File: src/rtl/parity_pkg.sv
// Shared constants and FSM state type for the serial parity checker.
package parity_pkg;
   localparam int W_DEF          = 16;
   localparam int CNT_W_DEF      = 8;
   localparam int PARITY_ODD_DEF = 0;

   typedef enum logic [1:0] {
      IDLE = 2'd0,
      DATA = 2'd1,
      PAR  = 2'd2
   } state_t;
endpackage

File: src/rtl/parity_reduce.sv
// Combinational XOR reduction of a W-bit word, inverted when odd parity is selected.
module parity_reduce
   import parity_pkg::*;
#(
   parameter int W          = W_DEF,
   parameter int PARITY_ODD = PARITY_ODD_DEF
) (
   input  logic [W-1:0] i_data,
   output logic         o_par
);
   assign o_par = (^i_data) ^ PARITY_ODD[0];
endmodule

File: config.mk
export PLATFORM = sky130hd
export DESIGN_NAME = parity_reduce
export DESIGN_NICKNAME = d
export VERILOG_FILES = /design/src/rtl/parity_pkg.sv /design/src/rtl/parity_reduce.sv
export SDC_FILE = /design/constraint.sdc
export NUM_CORES = 1
export LEC_CHECK = 0
export CAP_MARGIN = 30
export CORE_AREA = 10 10 47 49
export DETAILED_ROUTE_END_ITERATION = 8
export DIE_AREA = 0 0 57 59
export PLACE_DENSITY = 0.4
export RECOVER_POWER = 50
export SETUP_SLACK_MARGIN = 0.15
export SYNTH_ARGS = -nofsm -noshare
export SYNTH_HDL_FRONTEND = slang
export SYNTH_SLANG_ARGS = --single-unit
File: constraint.sdc
create_clock -name vclk -period 1.7
set_input_delay 0.34 -clock vclk [all_inputs]
set_output_delay 0.34 -clock vclk [all_outputs]
set_load 0.005 [all_outputs]
======== After elaboration in Yosys (flattened, before gate mapping) ========
Index checks and enable logic that the tools add are counted.
cells by class
  reduce and logical (&&, ||, !) cells .... 1
operators with widths
  operator       number
  16-bit parity  1
storage, ports and cells
  register bits after elaboration ......... 0
  input port bits ......................... 16
  word-level logic and storage cells ...... 1

======== Logic depth before layout (Yosys ltp) ========
Gate-level depths: netlist of the first run.
  word-level depth ........................ 1
  gate-level depth with buffers ........... 4
  mapped depth without buffers ............ 4

======== Worst setup path after synthesis of the first run ========
No wires, ideal clock.
  path type ............................... in2out
  start point ............................. input port i_data[5]
  end point ............................... output port o_par
  arrival time ............................ 957 ps
  cell stages on the path ................. 4
  slack ................................... 403 ps
  buffers on the path ..................... 0
  cell sequence ........................... xor2_1 > xnor2_1 > xnor2_1 > xnor2_1
between the ends
  word-level cells in the longest chain between the ends .. 1
ends and longest elaborated chain
  element          RTL line             RTL
  start, declared  parity_reduce.sv:8   input logic [W-1:0] i_data,
  16-bit parity    parity_reduce.sv:11  assign o_par = (^i_data) ^ PARITY_ODD[0];
  end, declared    parity_reduce.sv:9   output logic o_par
No other way between the ends.

======== Final worst setup path of the first run ========
  start point ............................. input port i_data[8]
  end point ............................... output port o_par
The elaborated chain is that of the path after synthesis.

==> results.toml, run 1 <==
[power]
sw_frac_of_total = 0.386
leakage_nw = 0.156
power_frac_comb = 1.000
finalPower_mw = 0.154
p_switching_mw = 0.0597
power_density_nw_per_um2 = 433
p_seq_frac = 0
clockPowerShare = 0
ir_drop_v = 0.000110
p_int_mw = 0.0948

[global_routing]
grt_use_met2 = 0.0667
grt.met3_usage = 0.0107
grt_busiest_layer = "met2"
use_met1 = 0.0358
grt_max_degree = 2
grt-ovfl-total = 0
grt_pass1_vias = 217
grt_usage = 0.0338
antenna_found_initial = 0
grt_pass1_wl_um = 959

[floorplanning]
chipHeight_um = 59
initial_core_util = 0.0938
die-area_um2 = 3360
die_w_um = 57
io_pins = 17
core-area_um2 = 1400
rows = 14

[placed_design]
hpwl_um = 455
io_buffers = 17
gp_congestion = 0.607
place_ws_ns = -0.641

[setup_path]
crit_path_end_kind = "primary output"
required_ns = 1.36
path_buf_inv = 2
path_delay_family = "XOR/XNOR gates"
cp_max_fo = 1
arrival_ns = 1.21
critPathMaxStageDelay_ns = 0.19
crit_type = "primary input to primary output"
crit_top_cell = "xnor2_1"
path_cells = "buf_6 > xor2_2 > xnor2_2 > xnor2_1 > xnor2_1 > clkbuf_1"
critPathLaunchType = "primary input"
cpMaxStageDelayCell = "xnor2_1"

[timing]
fin_crit_sh = 0.913
slew_headroom = 0.874
worst_slew_pin_slew_ns = 0.187
max_freq_mhz = 644
fin_crit_ns = 1.55
hold_viol_final = 0
rsz0062_at_grt = "yes"
maxSlewViolCount = 0
setup_viol = 0
setup_ws_ns = 0.147

[logic_synthesis]
ys_seq_area_frac = 0
yosys.area.top_type_share = 0.933
yosysTopAreaCell = "xnor2_1"
yosys_warnings = 0
ys_types = 2
synth_area_leaders = "xnor2_1 93%, xor2_1 6.7%"
syn-cell-area_um2 = 131
synth_area_per_cell_um2 = 8.76
synthCells = 15
synth_fp_nets = 31

[routing]
drt-pass1-iter-count = 1
dr_total_vias = 162
detail_route.vias_per_cell = 3.38
wire_per_inst_um = 11.3
routed_wl_um = 544
ant_nets = 0
drt_first_iter_violations = 0
drc = 0

[finish]
numSequentialCells = 0
layout_common_cells = "8 x buf_6, 8 x buf_2, 7 x xnor2_1"
regArea_um2 = 0
layout.nets = 50
drive_gt1_frac = 0.750
area_delta_synth_final_pct = 171
fillers = 152
num-clock-buffers = 0
n_antenna_cell = 0
multiInputGateArea_um2 = 203

[hold_path]
min_path_type = "primary input to primary output"

[run_status]
status = "complete, no violations"

[clock_tree]
cts_setup_buffers = 0

[flow_run]
max_cap_viol_count = 0
==> metrics by stage <==
| step | hold WS (ns) | cell area (um2) | setup TNS [ns] | utilization | std cells |
|---|---|---|---|---|---|
| after floorplan | 1.08 | 131 | 0 | - | 15 |
| after global routing | 1.35 | 357 | 0 | 0.254 | 48 |
| after detailed placement | 2.03 | 322 | -0.641 | 0.229 | 48 |
| after global placement | 2.01 | 322 | -0.593 | 0.229 | 48 |
| final | 1.28 | 357 | 0 | 0.254 | 48 |
| after CTS | 1.31 | 325 | 0 | 0.232 | 48 |
==> worst min-delay path, cell delays in order <==
cell and delay, ns:
buf_6 0.07, xnor2_2 0.10, xnor2_1 0.12, xnor2_1 0.08, xnor2_1 0.12, clkbuf_1 0.10
==> area by class of cell <==
cell class	instances	share of cell area
multi-input combinational	15	0.568
tap	16	0.0561
timing repair buffer	17	0.375
==> synth_stat cells <==
library cell  count
xor2_1            1
xnor2_1          14
==> layer usage <==
layer,share of wire,vias up
met5,0,-
met2,0.55,13
met1,0.35,71
li1,-,78
met3,0.10,0
met4,0,0
==> path summary, 6_finish.rpt <==
check | start | to | slack [ns] | cells past startpoint
worst max-delay path | i_data[8] | o_par | 0.15 | 6
worst min-delay path | i_data[3] | o_par | 1.28 | 6
==> power groups by stage <==
stage	clock [mW]	combinational, mW	sequential (mW)
4_1_cts	0	0.154	0
3_5_place_dp	0	0.164	0
3_3_place_gp	0	0.160	0
2_1_floorplan	0	0.0772	0
5_1_grt	0	0.171	0
6_report	0	0.154	0
==> timing repair <==
item,4_1_cts,5_1_grt
hold buffers,0,0
setup endpoints to repair,1,1
resized for setup,75,5
pin swaps,15,6
==> cell families after synthesis <==
family,count (synthesis),share of synthesized area
XOR/XNOR,15,1.00
Power figures use the tool's default switching activity.
==> run 2, diff against run 1 <==
- RECOVER_POWER: 50 -> not set
==> run 2 against run 1 <==
Effect of this change:
- combinational power grew 3%
- clock-buffer cell count unchanged
- fmax is 0.90% higher
- critical endpoint unchanged
==> results.toml, run 2 (same netlist as run 1, synthesis figures left out) <==
[run_status]
status = "complete, no violations"

[setup_path]
crit_path_end_kind = "primary output"
path_cells = "buf_6 > xor2_2 > xnor2_2 > xnor2_1 > xnor2_1 > buf_2"
path_buf_inv = 2
crit_top_cell = "xnor2_1"
crit_type = "primary input to primary output"
critPathMaxStageDelay_ns = 0.19
required_ns = 1.36
arrival_ns = 1.20
cp_max_fo = 1
cpMaxStageDelayCell = "xnor2_1"
critPathLaunchType = "primary input"
path_delay_family = "XOR/XNOR gates"

[placed_design]
hpwl_um = 455
place_ws_ns = -0.641
gp_congestion = 0.607
io_buffers = 17
placed_area_um2 = 322

[timing]
setup_ws_ns = 0.161
fin_crit_sh = 0.905
worst_slew_pin_slew_ns = 0.186
hold_viol_final = 0
fin_crit_ns = 1.54
slew_headroom = 0.875
rsz0062_at_grt = "yes"
max_freq_mhz = 650
hold-worst-slack_ns = 1.28
maxSlewViolCount = 0
setup_viol = 0

[global_routing]
grt_usage = 0.0338
grt-ovfl-total = 0
grt_pass1_vias = 217
antenna_found_initial = 0
grt_pass1_wl_um = 959
grt_max_degree = 2

[finish]
area_delta_synth_final_pct = 172
finalInstanceArea_um2 = 358
final_common_cell = "buf_2"
n_antenna_cell = 0
regArea_um2 = 0
layout_common_cells = "9 x buf_2, 8 x buf_6, 7 x xnor2_1"
layout.nets = 50
drive_gt1_frac = 0.781
final_util = 0.255
numSequentialCells = 0
num-clock-buffers = 0

[routing]
dr_total_vias = 162
ant_nets = 0
drt_first_iter_violations = 0
wire_per_inst_um = 11.3
drc = 0
routed_wl_um = 542
detail_route.vias_per_cell = 3.38
drt-pass1-iter-count = 1

[floorplanning]
io_pins = 17
rows = 14
die-area_um2 = 3360
core-area_um2 = 1400
chipHeight_um = 59
die_w_um = 57
initial_core_util = 0.0938

[power]
ir_drop_v = 0.000114
finalPower_mw = 0.158
power_density_nw_per_um2 = 442
leakage_nw = 0.159

[flow_run]
max_cap_viol_count = 0

[clock_tree]
hold_buffers = 0
cts_setup_buffers = 0

[hold_path]
min_path_type = "primary input to primary output"
[run 2: cell types whose count changed in the layout (fill, tap and decap cells not counted), sizes merged]
cell and change:
buf +1, clkbuf -1
[run 2: repair_timing]
item,in CTS,in global routing
pin swaps,15,6
resized for setup,75,5
setup endpoints to repair,1,1
hold endpoints to repair,0,0
[run 2: area by class of cell]
class | instances | area, um2
fill | 154 | 1040
multi-input combinational | 15 | 203
tap | 16 | 20.0
timing repair buffer | 17 | 135
[run 2: worst paths after layout]
check	startpoint	endpoint	slack, ns	cells after the start
max	i_data[8]	o_par	0.16	6
min	i_data[8]	o_par	1.28	6
[run 2: per-stage QoR]
step                TNS, ns  std cells
floorplan                 0         15
global placement     -0.593         48
detailed placement   -0.641         48
CTS                       0         48
global route              0         48
finish                    0         48
[run 2: layer usage]
layer | wire (um) | vias to the layer above | part of all wire | GRT usage
li1 | - | 78 | - | -
met1 | 186 | 71 | 0.34 | 0.0358
met2 | 298 | 13 | 0.55 | 0.0667
met3 | 57 | 0 | 0.11 | 0.0107
met4 | 0 | 0 | 0 | 0
met5 | 0 | - | 0 | 0
[run 2: worst min-delay path: cells and delay by family]
family	cells	cell delay [ns]
XOR/XNOR	4	0.42
buffers and inverters	2	0.18
[run 2: power breakdown]
group / leakage, nW / switching, mW / internal [mW]
Clock: 0 / 0 / 0
Combinational: 0.159 / 0.0585 / 0.0998
Sequential: 0 / 0 / 0
